[src/rtl/tile_csr_initiator.sv]
`default_nettype none
// ============================================================================
// Module   : tile_csr_initiator
// Purpose  : CSR bus initiator for one compute tile. Host commands are queued
//            in a small FIFO and issued one at a time on the tile CSR port.
//            Every command produces exactly one response, which carries either
//            the read data or a timeout error.
// Ports    : clk, reset              - clock, synchronous active-high reset
//            cmd_valid/ready/write/addr/wdata - host command channel (queued)
//            rsp_valid/ready/rdata/error      - host response channel
//            csr_valid/write/addr/wdata       - request to tile (registered)
//            csr_rdata/csr_ready              - tile completion and read data
//            busy, cmd_level, txn_count, timeout_count - status
// Revision : 1.0 - initial release
// ============================================================================
module tile_csr_initiator #(
  parameter int ADDR_WIDTH     = 8,
  parameter int DATA_WIDTH     = 32,
  parameter int CMD_DEPTH      = 4,
  parameter int TIMEOUT_CYCLES = 16
) (
  input  logic                         clk,
  input  logic                         reset,
  // host command channel
  input  logic                         cmd_valid,
  output logic                         cmd_ready,
  input  logic                         cmd_write,
  input  logic [ADDR_WIDTH-1:0]        cmd_addr,
  input  logic [DATA_WIDTH-1:0]        cmd_wdata,
  // host response channel
  output logic                         rsp_valid,
  input  logic                         rsp_ready,
  output logic [DATA_WIDTH-1:0]        rsp_rdata,
  output logic                         rsp_error,
  // tile CSR port
  output logic                         csr_valid,
  output logic                         csr_write,
  output logic [ADDR_WIDTH-1:0]        csr_addr,
  output logic [DATA_WIDTH-1:0]        csr_wdata,
  input  logic [DATA_WIDTH-1:0]        csr_rdata,
  input  logic                         csr_ready,
  // status
  output logic                         busy,
  output logic [$clog2(CMD_DEPTH):0]   cmd_level,
  output logic [15:0]                  txn_count,
  output logic [7:0]                   timeout_count
);

  localparam int c_ptr_w   = $clog2(CMD_DEPTH);
  localparam int c_lvl_w   = c_ptr_w + 1;
  localparam int c_entry_w = 1 + ADDR_WIDTH + DATA_WIDTH;
  localparam int c_wait_w  = $clog2(TIMEOUT_CYCLES);

  localparam logic [c_lvl_w-1:0]  c_depth     = c_lvl_w'(CMD_DEPTH);
  localparam logic [c_wait_w-1:0] c_wait_last = c_wait_w'(TIMEOUT_CYCLES - 1);

  typedef enum logic [1:0] {
    S_IDLE  = 2'd0,
    S_ISSUE = 2'd1,
    S_RESP  = 2'd2
  } state_t;

  // --------------------------------------------------------------------------
  // Command FIFO
  // --------------------------------------------------------------------------
  logic [c_entry_w-1:0] r_mem [CMD_DEPTH];
  logic [c_ptr_w-1:0]   r_wr_ptr;
  logic [c_ptr_w-1:0]   r_rd_ptr;
  logic [c_lvl_w-1:0]   r_level;

  logic                 w_push;
  logic                 w_pop;
  logic                 w_fifo_empty;
  logic [c_entry_w-1:0] w_head;

  // cmd_ready depends only on the registered level, so there is no
  // combinational path from cmd_valid back to cmd_ready.
  assign cmd_ready    = (r_level != c_depth);
  assign w_push       = cmd_valid && cmd_ready;
  assign w_fifo_empty = (r_level == '0);
  assign w_head       = r_mem[r_rd_ptr];
  assign cmd_level    = r_level;

  // Storage needs no reset: an entry is only read after it has been written.
  always_ff @(posedge clk) begin
    if (w_push) begin
      r_mem[r_wr_ptr] <= {cmd_write, cmd_addr, cmd_wdata};
    end
  end

  always_ff @(posedge clk) begin
    if (reset) begin
      r_wr_ptr <= '0;
      r_rd_ptr <= '0;
      r_level  <= '0;
    end else begin
      if (w_push) begin
        r_wr_ptr <= r_wr_ptr + c_ptr_w'(1);
      end
      if (w_pop) begin
        r_rd_ptr <= r_rd_ptr + c_ptr_w'(1);
      end
      case ({w_push, w_pop})
        2'b10:   r_level <= r_level + c_lvl_w'(1);
        2'b01:   r_level <= r_level - c_lvl_w'(1);
        default: r_level <= r_level;
      endcase
    end
  end

  // --------------------------------------------------------------------------
  // Transaction FSM
  // --------------------------------------------------------------------------
  state_t r_state;
  state_t w_state_next;

  logic   w_complete;   // tile answered this cycle
  logic   w_timeout;    // wait budget exhausted this cycle
  logic   w_wait_inc;
  logic   w_rsp_taken;

  logic [c_wait_w-1:0] r_wait;

  always_ff @(posedge clk) begin
    if (reset) begin
      r_state <= S_IDLE;
    end else begin
      r_state <= w_state_next;
    end
  end

  always_comb begin
    w_state_next = r_state;
    w_pop        = 1'b0;
    w_complete   = 1'b0;
    w_timeout    = 1'b0;
    w_wait_inc   = 1'b0;
    w_rsp_taken  = 1'b0;
    case (r_state)
      S_IDLE: begin
        if (!w_fifo_empty) begin
          w_pop        = 1'b1;
          w_state_next = S_ISSUE;
        end
      end
      S_ISSUE: begin
        // A ready on the final wait cycle still counts as a completion.
        if (csr_ready) begin
          w_complete   = 1'b1;
          w_state_next = S_RESP;
        end else if (r_wait == c_wait_last) begin
          w_timeout    = 1'b1;
          w_state_next = S_RESP;
        end else begin
          w_wait_inc   = 1'b1;
        end
      end
      S_RESP: begin
        if (rsp_ready) begin
          w_rsp_taken = 1'b1;
          // Chain straight into the next request to sustain one
          // transaction every two cycles.
          if (!w_fifo_empty) begin
            w_pop        = 1'b1;
            w_state_next = S_ISSUE;
          end else begin
            w_state_next = S_IDLE;
          end
        end
      end
      default: begin
        w_state_next = S_IDLE;
      end
    endcase
  end

  // --------------------------------------------------------------------------
  // CSR request registers and wait counter
  // --------------------------------------------------------------------------
  logic                  r_csr_valid;
  logic                  r_csr_write;
  logic [ADDR_WIDTH-1:0] r_csr_addr;
  logic [DATA_WIDTH-1:0] r_csr_wdata;

  always_ff @(posedge clk) begin
    if (reset) begin
      r_csr_valid <= 1'b0;
      r_csr_write <= 1'b0;
      r_csr_addr  <= '0;
      r_csr_wdata <= '0;
      r_wait      <= '0;
    end else begin
      if (w_pop) begin
        r_csr_valid <= 1'b1;
        r_csr_write <= w_head[c_entry_w-1];
        r_csr_addr  <= w_head[DATA_WIDTH +: ADDR_WIDTH];
        r_csr_wdata <= w_head[DATA_WIDTH-1:0];
        r_wait      <= '0;
      end else if (w_complete || w_timeout) begin
        // Address/data are left as-is; only csr_valid qualifies them.
        r_csr_valid <= 1'b0;
      end else if (w_wait_inc) begin
        r_wait      <= r_wait + c_wait_w'(1);
      end
    end
  end

  assign csr_valid = r_csr_valid;
  assign csr_write = r_csr_write;
  assign csr_addr  = r_csr_addr;
  assign csr_wdata = r_csr_wdata;

  // --------------------------------------------------------------------------
  // Response registers and statistics
  // --------------------------------------------------------------------------
  logic                  r_rsp_valid;
  logic [DATA_WIDTH-1:0] r_rsp_rdata;
  logic                  r_rsp_error;
  logic [15:0]           r_txn_count;
  logic [7:0]            r_timeout_count;

  always_ff @(posedge clk) begin
    if (reset) begin
      r_rsp_valid     <= 1'b0;
      r_rsp_rdata     <= '0;
      r_rsp_error     <= 1'b0;
      r_txn_count     <= '0;
      r_timeout_count <= '0;
    end else begin
      if (w_complete) begin
        r_rsp_valid <= 1'b1;
        r_rsp_rdata <= r_csr_write ? '0 : csr_rdata;
        r_rsp_error <= 1'b0;
        r_txn_count <= r_txn_count + 16'd1;
      end else if (w_timeout) begin
        r_rsp_valid <= 1'b1;
        r_rsp_rdata <= '0;
        r_rsp_error <= 1'b1;
        r_txn_count <= r_txn_count + 16'd1;
        if (r_timeout_count != 8'hFF) begin
          r_timeout_count <= r_timeout_count + 8'd1;
        end
      end else if (w_rsp_taken) begin
        r_rsp_valid <= 1'b0;
      end
    end
  end

  assign rsp_valid     = r_rsp_valid;
  assign rsp_rdata     = r_rsp_rdata;
  assign rsp_error     = r_rsp_error;
  assign txn_count     = r_txn_count;
  assign timeout_count = r_timeout_count;

  assign busy = (r_state != S_IDLE) || !w_fifo_empty;

endmodule
`default_nettype wire
[config.mk]
export PLATFORM = sky130hd
export DESIGN_NAME = tile_csr_initiator
export DESIGN_NICKNAME = d
export VERILOG_FILES = /design/src/rtl/tile_csr_initiator.sv
export SDC_FILE = /design/constraint.sdc
export NUM_CORES = 1
export LEC_CHECK = 0
export CORE_MARGIN = 4
export CORE_UTILIZATION = 35
export CTS_BUF_LIST = sky130_fd_sc_hd__clkbuf_4
export CTS_CLUSTER_DIAMETER = 40
export DETAILED_ROUTE_END_ITERATION = 8
export GPL_TIMING_DRIVEN = 0
export HOLD_SLACK_MARGIN = 0.05
export MAX_ROUTING_LAYER = met4
export PLACE_DENSITY_LB_ADDON = 0.25
export SLEW_MARGIN = 10
export SYNTH_ARGS = -nofsm -noshare
export SYNTH_HDL_FRONTEND = slang
export SYNTH_SLANG_ARGS = --single-unit
[constraint.sdc]
create_clock -name clk -period 3.4 [get_ports clk]
set_input_delay 0.68 -clock clk [delete_from_list [all_inputs] [get_ports clk]]
set_output_delay 0.68 -clock clk [all_outputs]
set_load 0.01 [all_outputs]
==> impl_metrics.prom <==
# TYPE chip_impl_metric gauge
chip_impl_metric{name="drt_first_pass_iters",unit=""} 6
chip_impl_metric{name="yosys_register_bits",unit=""} 277
chip_impl_info{name="root_buffer",value="sky130_fd_sc_hd__clkbuf_4"} 1
chip_impl_metric{name="grt_use_total",unit="%"} 15.52
chip_impl_metric{name="syn-cell-area",unit="mm2"} 0.01027
chip_impl_metric{name="total_switching_power",unit="mW"} 3.121
chip_impl_metric{name="hold_viol_final",unit=""} 0
chip_impl_info{name="synth-main-ff-cell",value="sky130_fd_sc_hd__edfxtp_1"} 1
chip_impl_metric{name="worstPathArrival",unit="ps"} 3320
chip_impl_metric{name="slew_headroom",unit="%"} 53.11
chip_impl_metric{name="cp.required",unit="ps"} 3970
chip_impl_info{name="critPathKind",value="in -> reg"} 1
chip_impl_metric{name="design.final.nets",unit=""} 1063
chip_impl_metric{name="synthCells",unit=""} 715
chip_impl_metric{name="core.rowCount",unit=""} 62
chip_impl_metric{name="final_max_slew_viol_count",unit=""} 0
chip_impl_metric{name="hpwl",unit="mm"} 16.42
chip_impl_metric{name="synth_cell_type_count",unit=""} 41
chip_impl_metric{name="synth-compound-area-share",unit="%"} 6.678
chip_impl_metric{name="post_synth_xor_area_fraction",unit="%"} 1.450
chip_impl_metric{name="avgSynthCellArea",unit="um2"} 14.36
chip_impl_metric{name="htreeDepth",unit=""} 3
chip_impl_metric{name="grt_pass1_wl",unit="mm"} 37.27
chip_impl_metric{name="cts_made_buffers",unit=""} 74
chip_impl_info{name="cp-end-kind",value="register"} 1
chip_impl_metric{name="finalClockSkew",unit="ps"} 62.33
chip_impl_metric{name="cts.repair.resized",unit=""} 0
chip_impl_metric{name="power-per-cell-area",unit="mW/mm2"} 749.3
chip_impl_info{name="dominant_combinational_cell_family_by_area_after_synthesis",value="simple AND/OR/NAND/NOR gates"} 1
chip_impl_metric{name="dr_iter_0_viols",unit=""} 279
chip_impl_info{name="post_synth_main_area_contributors",value="sky130_fd_sc_hd__edfxtp_1 (48%), sky130_fd_sc_hd__dfxtp_1 (22%), sky130_fd_sc_hd__mux4_2 (9.0%), sky130_fd_sc_hd__nand2_1 (3.4%), sky130_fd_sc_hd__a21oi_1 (3.0%)"} 1
chip_impl_info{name="synthMostInstantiatedCell",value="sky130_fd_sc_hd__edfxtp_1"} 1
chip_impl_info{name="outcome",value="complete, no violations"} 1
chip_impl_metric{name="final.period_utilization",unit="%"} 80.76
chip_impl_metric{name="clk_latency",unit="ps"} 690
chip_impl_info{name="unrepaired_setup_endpoints_after_global_routing",value="false"} 1
chip_impl_metric{name="drt-vias-per-instance",unit=""} 4.817
chip_impl_metric{name="vias_in_the_first_global_route",unit=""} 6852
chip_impl_metric{name="highest_achievable_clock_rate",unit="MHz"} 364.2
chip_impl_info{name="synth_commonest_cells",value="sky130_fd_sc_hd__edfxtp_1 (164), sky130_fd_sc_hd__dfxtp_1 (113), sky130_fd_sc_hd__nand2_1 (92), sky130_fd_sc_hd__a21oi_1 (62), sky130_fd_sc_hd__nor2_1 (50)"} 1
chip_impl_metric{name="areaGrowthSynthToFinish",unit="%"} 32.90
chip_impl_metric{name="power.combinational.fraction",unit="%"} 28.8
chip_impl_info{name="crit_path_cell_trace",value="clkdlybuf4s50_1, nor2b_1, or3_1, buf_2, inv_2, buf_2, ha_1, inv_1, fa_1, xor2_1, or3_1, a21oi_1"} 1
chip_impl_metric{name="mappedNetlistNets",unit=""} 802
chip_impl_metric{name="num-fill-cells",unit=""} 2641
chip_impl_metric{name="final.min_clock_period",unit="ps"} 2746
chip_impl_metric{name="path_clk_slew",unit="ps"} 70
chip_impl_metric{name="buffer_ports.inserted",unit=""} 181
chip_impl_metric{name="post_synth_and_or_nand_nor_area_fraction",unit="%"} 9.213
chip_impl_info{name="clock_tree_from_tritoncts",value="yes"} 1
chip_impl_metric{name="power_report.internal_total",unit="mW"} 7.105
chip_impl_metric{name="synth_warnings",unit=""} 0
chip_impl_metric{name="cts.sink_count",unit=""} 277
chip_impl_metric{name="fp.dieW",unit="um"} 179.3
chip_impl_info{name="timing.critical_path.from",value="rsp_ready"} 1
chip_impl_metric{name="worst_slew_pin_slew",unit="ps"} 703.4
chip_impl_metric{name="synth_mux_area_share",unit="%"} 9.188
chip_impl_info{name="hold_wc_path_type",value="reg -> reg"} 1
chip_impl_metric{name="core",unit="mm2"} 0.02886
chip_impl_metric{name="detailroute.via_count",unit=""} 6850
chip_impl_metric{name="synth_enable_flop_cells",unit=""} 164
chip_impl_metric{name="setup_viol",unit=""} 0
chip_impl_metric{name="fin_ws",unit="ps"} 654.2
chip_impl_metric{name="total_power",unit="mW"} 10.23
chip_impl_metric{name="die_height",unit="um"} 179.3
chip_impl_metric{name="drc_errors",unit=""} 0
chip_impl_info{name="crit_path_top_delay_cell",value="sky130_fd_sc_hd__clkdlybuf4s50_1"} 1
chip_impl_metric{name="share_seq_of_total_power",unit="%"} 42.0
chip_impl_metric{name="p_sw_share",unit="%"} 30.52
chip_impl_metric{name="placement.setup.worst_slack",unit="ps"} -14.00
chip_impl_metric{name="die_area",unit="mm2"} 0.03214
chip_impl_metric{name="drtAntennaViolNets",unit=""} 0
chip_impl_metric{name="ys_seq_area_share",unit="%"} 70.00
chip_impl_info{name="regToRegStartpoint",value="r_state[1]"} 1
chip_impl_metric{name="critical_path.max_fanout",unit=""} 10
chip_impl_metric{name="clockPowerShare",unit="%"} 29.2
chip_impl_metric{name="yosys.area.top_type_share",unit="%"} 47.96
chip_impl_info{name="synth_largest_area_cell",value="sky130_fd_sc_hd__edfxtp_1"} 1
chip_impl_metric{name="drive_gt1_share",unit="%"} 19.09
chip_impl_metric{name="cts_setup_buffers",unit=""} 0
chip_impl_metric{name="asyncSetResetFlopFracSynth",unit="%"} 0
chip_impl_metric{name="cap_viol_max_count",unit=""} 0
chip_impl_metric{name="cellLeakagePower",unit="nW"} 4.650
chip_impl_metric{name="postRouteWirelength",unit="mm"} 24.39
chip_impl_metric{name="clock_tree.buffer_depth",unit=""} 3
chip_impl_metric{name="start_util",unit="%"} 35.58
chip_impl_metric{name="avgRoutedWirePerCell",unit="um"} 17.15
chip_impl_metric{name="vdd_drop_max",unit="uV"} 365.3
chip_impl_metric{name="globalplace.congestion",unit=""} 0.7848
chip_impl_metric{name="grt_max_degree",unit=""} 29
chip_impl_metric{name="ioPinCount",unit=""} 183
chip_impl_metric{name="grt_antenna_before_repair",unit=""} 1
chip_impl_metric{name="grt.overflow.total",unit=""} 0
chip_impl_metric{name="timing.critical_path.slowest_cell_delay",unit="ps"} 510
chip_impl_info{name="worstHoldStart",value="csr_wdata[10]"} 1
chip_impl_metric{name="post_synth_fa_ha_maj_area_fraction",unit="%"} 1.170
chip_impl_info{name="critPathLaunchType",value="input port"} 1
chip_impl_metric{name="post_cts_hold_buffer_count",unit=""} 0
-- cell type report --
cell class	instances	area (um2)	share of cell area (%)
Clock buffer	115	863.3	6.327
Clock inverter	22	135.1	0.9903
Sequential cell	277	7187	52.67
Timing Repair Buffer	185	1892	13.86
Multi-Input combinational cell	385	2849	20.88
Tap cell	384	480.5	3.521
Inverter	10	37.54	0.2751
Antenna cell	1	2.502	0.01834
Buffer	43	198.9	1.458
-- sequential cells by signal, indices dropped and copies added (netlist names) --
name / flops
cmd_level: 3
csr_addr: 8
csr_valid: 1
csr_wdata: 32
csr_write: 1
r_mem: 164
r_rd_ptr: 2
r_state: 2
r_wait: 4
r_wr_ptr: 2
rsp_error: 1
rsp_rdata: 32
rsp_valid: 1
timeout_count: 8
txn_count: 16
-- path summary, 6_finish.rpt --
path,to,slack [ps],cells past startpoint
worst max register to register,cmd_level[2],690,11
worst max-delay path,cmd_level[2],650,12
worst min register to register,csr_wdata[10],450,2
worst min-delay path,csr_wdata[10],450,2
-- power by group through the flow --
stage          clock, mW  combinational, mW  sequential (mW)
2_1_floorplan          0               1.60             4.46
6_report            2.99               2.94             4.30
3_5_place_dp           0               3.04             4.37
5_1_grt             3.31               3.28             4.35
4_1_cts             3.11               3.05             4.30
3_3_place_gp           0               2.99             4.38
-- critical path: cells and delay by family --
kind | cells | cell delay, ps
AOI/OAI and AO/OA | 1 | 130
xor gates and xnor gates | 1 | 180
buffers and inverters | 5 | 1070
and+or+nand+nor | 3 | 670
adders and majority gates | 2 | 590
-- cell usage in the layout (no fill, tap or decap), types with 2 or more instances in the layout --
| cell | n |
|---|---|
| sky130_fd_sc_hd__xor2_1 | 14 |
| sky130_fd_sc_hd__clkinv_1 | 13 |
| sky130_fd_sc_hd__buf_4 | 4 |
| sky130_fd_sc_hd__a22oi_1 | 32 |
| sky130_fd_sc_hd__nor3_1 | 5 |
| sky130_fd_sc_hd__or3_1 | 6 |
| sky130_fd_sc_hd__xnor2_1 | 3 |
| sky130_fd_sc_hd__nand3_2 | 2 |
| sky130_fd_sc_hd__ha_1 | 8 |
| sky130_fd_sc_hd__nand3_1 | 13 |
| sky130_fd_sc_hd__mux2i_1 | 2 |
| sky130_fd_sc_hd__clkbuf_1 | 25 |
| sky130_fd_sc_hd__a21oi_1 | 62 |
| sky130_fd_sc_hd__clkdlybuf4s50_1 | 181 |
| sky130_fd_sc_hd__and2_1 | 2 |
| sky130_fd_sc_hd__o31ai_1 | 9 |
| sky130_fd_sc_hd__buf_12 | 4 |
| sky130_fd_sc_hd__and3_2 | 4 |
| sky130_fd_sc_hd__nor2_1 | 50 |
| sky130_fd_sc_hd__or4_1 | 9 |
| sky130_fd_sc_hd__and4b_2 | 2 |
| sky130_fd_sc_hd__nand4_1 | 6 |
| sky130_fd_sc_hd__nor2b_1 | 3 |
| sky130_fd_sc_hd__inv_2 | 2 |
| sky130_fd_sc_hd__clkbuf_4 | 115 |
| sky130_fd_sc_hd__and3_1 | 2 |
| sky130_fd_sc_hd__inv_1 | 9 |
| sky130_fd_sc_hd__dfxtp_1 | 113 |
| sky130_fd_sc_hd__and4_1 | 2 |
| sky130_fd_sc_hd__clkinv_4 | 3 |
| sky130_fd_sc_hd__buf_2 | 12 |
| sky130_fd_sc_hd__clkinv_2 | 2 |
| sky130_fd_sc_hd__mux4_2 | 41 |
| sky130_fd_sc_hd__o21ai_0 | 6 |
| sky130_fd_sc_hd__edfxtp_1 | 164 |
| sky130_fd_sc_hd__nand2_1 | 92 |
-- per-stage QoR --
| stage | cells | hold WS [ps] | cell area [um2] | TNS, ps | util [%] |
|---|---|---|---|---|---|
| final | 1422 | 452.8 | 13650 | 0 | 47.29 |
| after floorplan | 715 | 469.2 | 10270 | 0 | - |
| after global routing | 1422 | 470.4 | 13650 | 0 | 47.29 |
| after detailed placement | 1284 | 448.7 | 12640 | -14.00 | 43.82 |
| after CTS | 1421 | 457.5 | 13640 | 0 | 47.28 |
| after global placement | 1280 | 442.8 | 12560 | -23350 | 43.52 |
-- routing by layer --
layer	global-route usage, %	vias up	wire [um]
met4	5.903	0	680
li1	-	3265	-
met1	18.12	3279	10190
met2	25.02	237	11420
met3	5.209	69	2099
met5	-	-	0
-- kinds of logic (layout without fill, tap and decap cells) --
family                     Yosys count  in the layout
AOI/OAI and AO/OA                  113            113
and+or+nand+nor                    203            203
adders and majority gates            9              9
muxes                               43             43
other                                0              1
DFF                                277            277
xor gates and xnor gates            17             17
buffers and inverters               53            375
No activity file was read; power rests on OpenSTA's default activity.
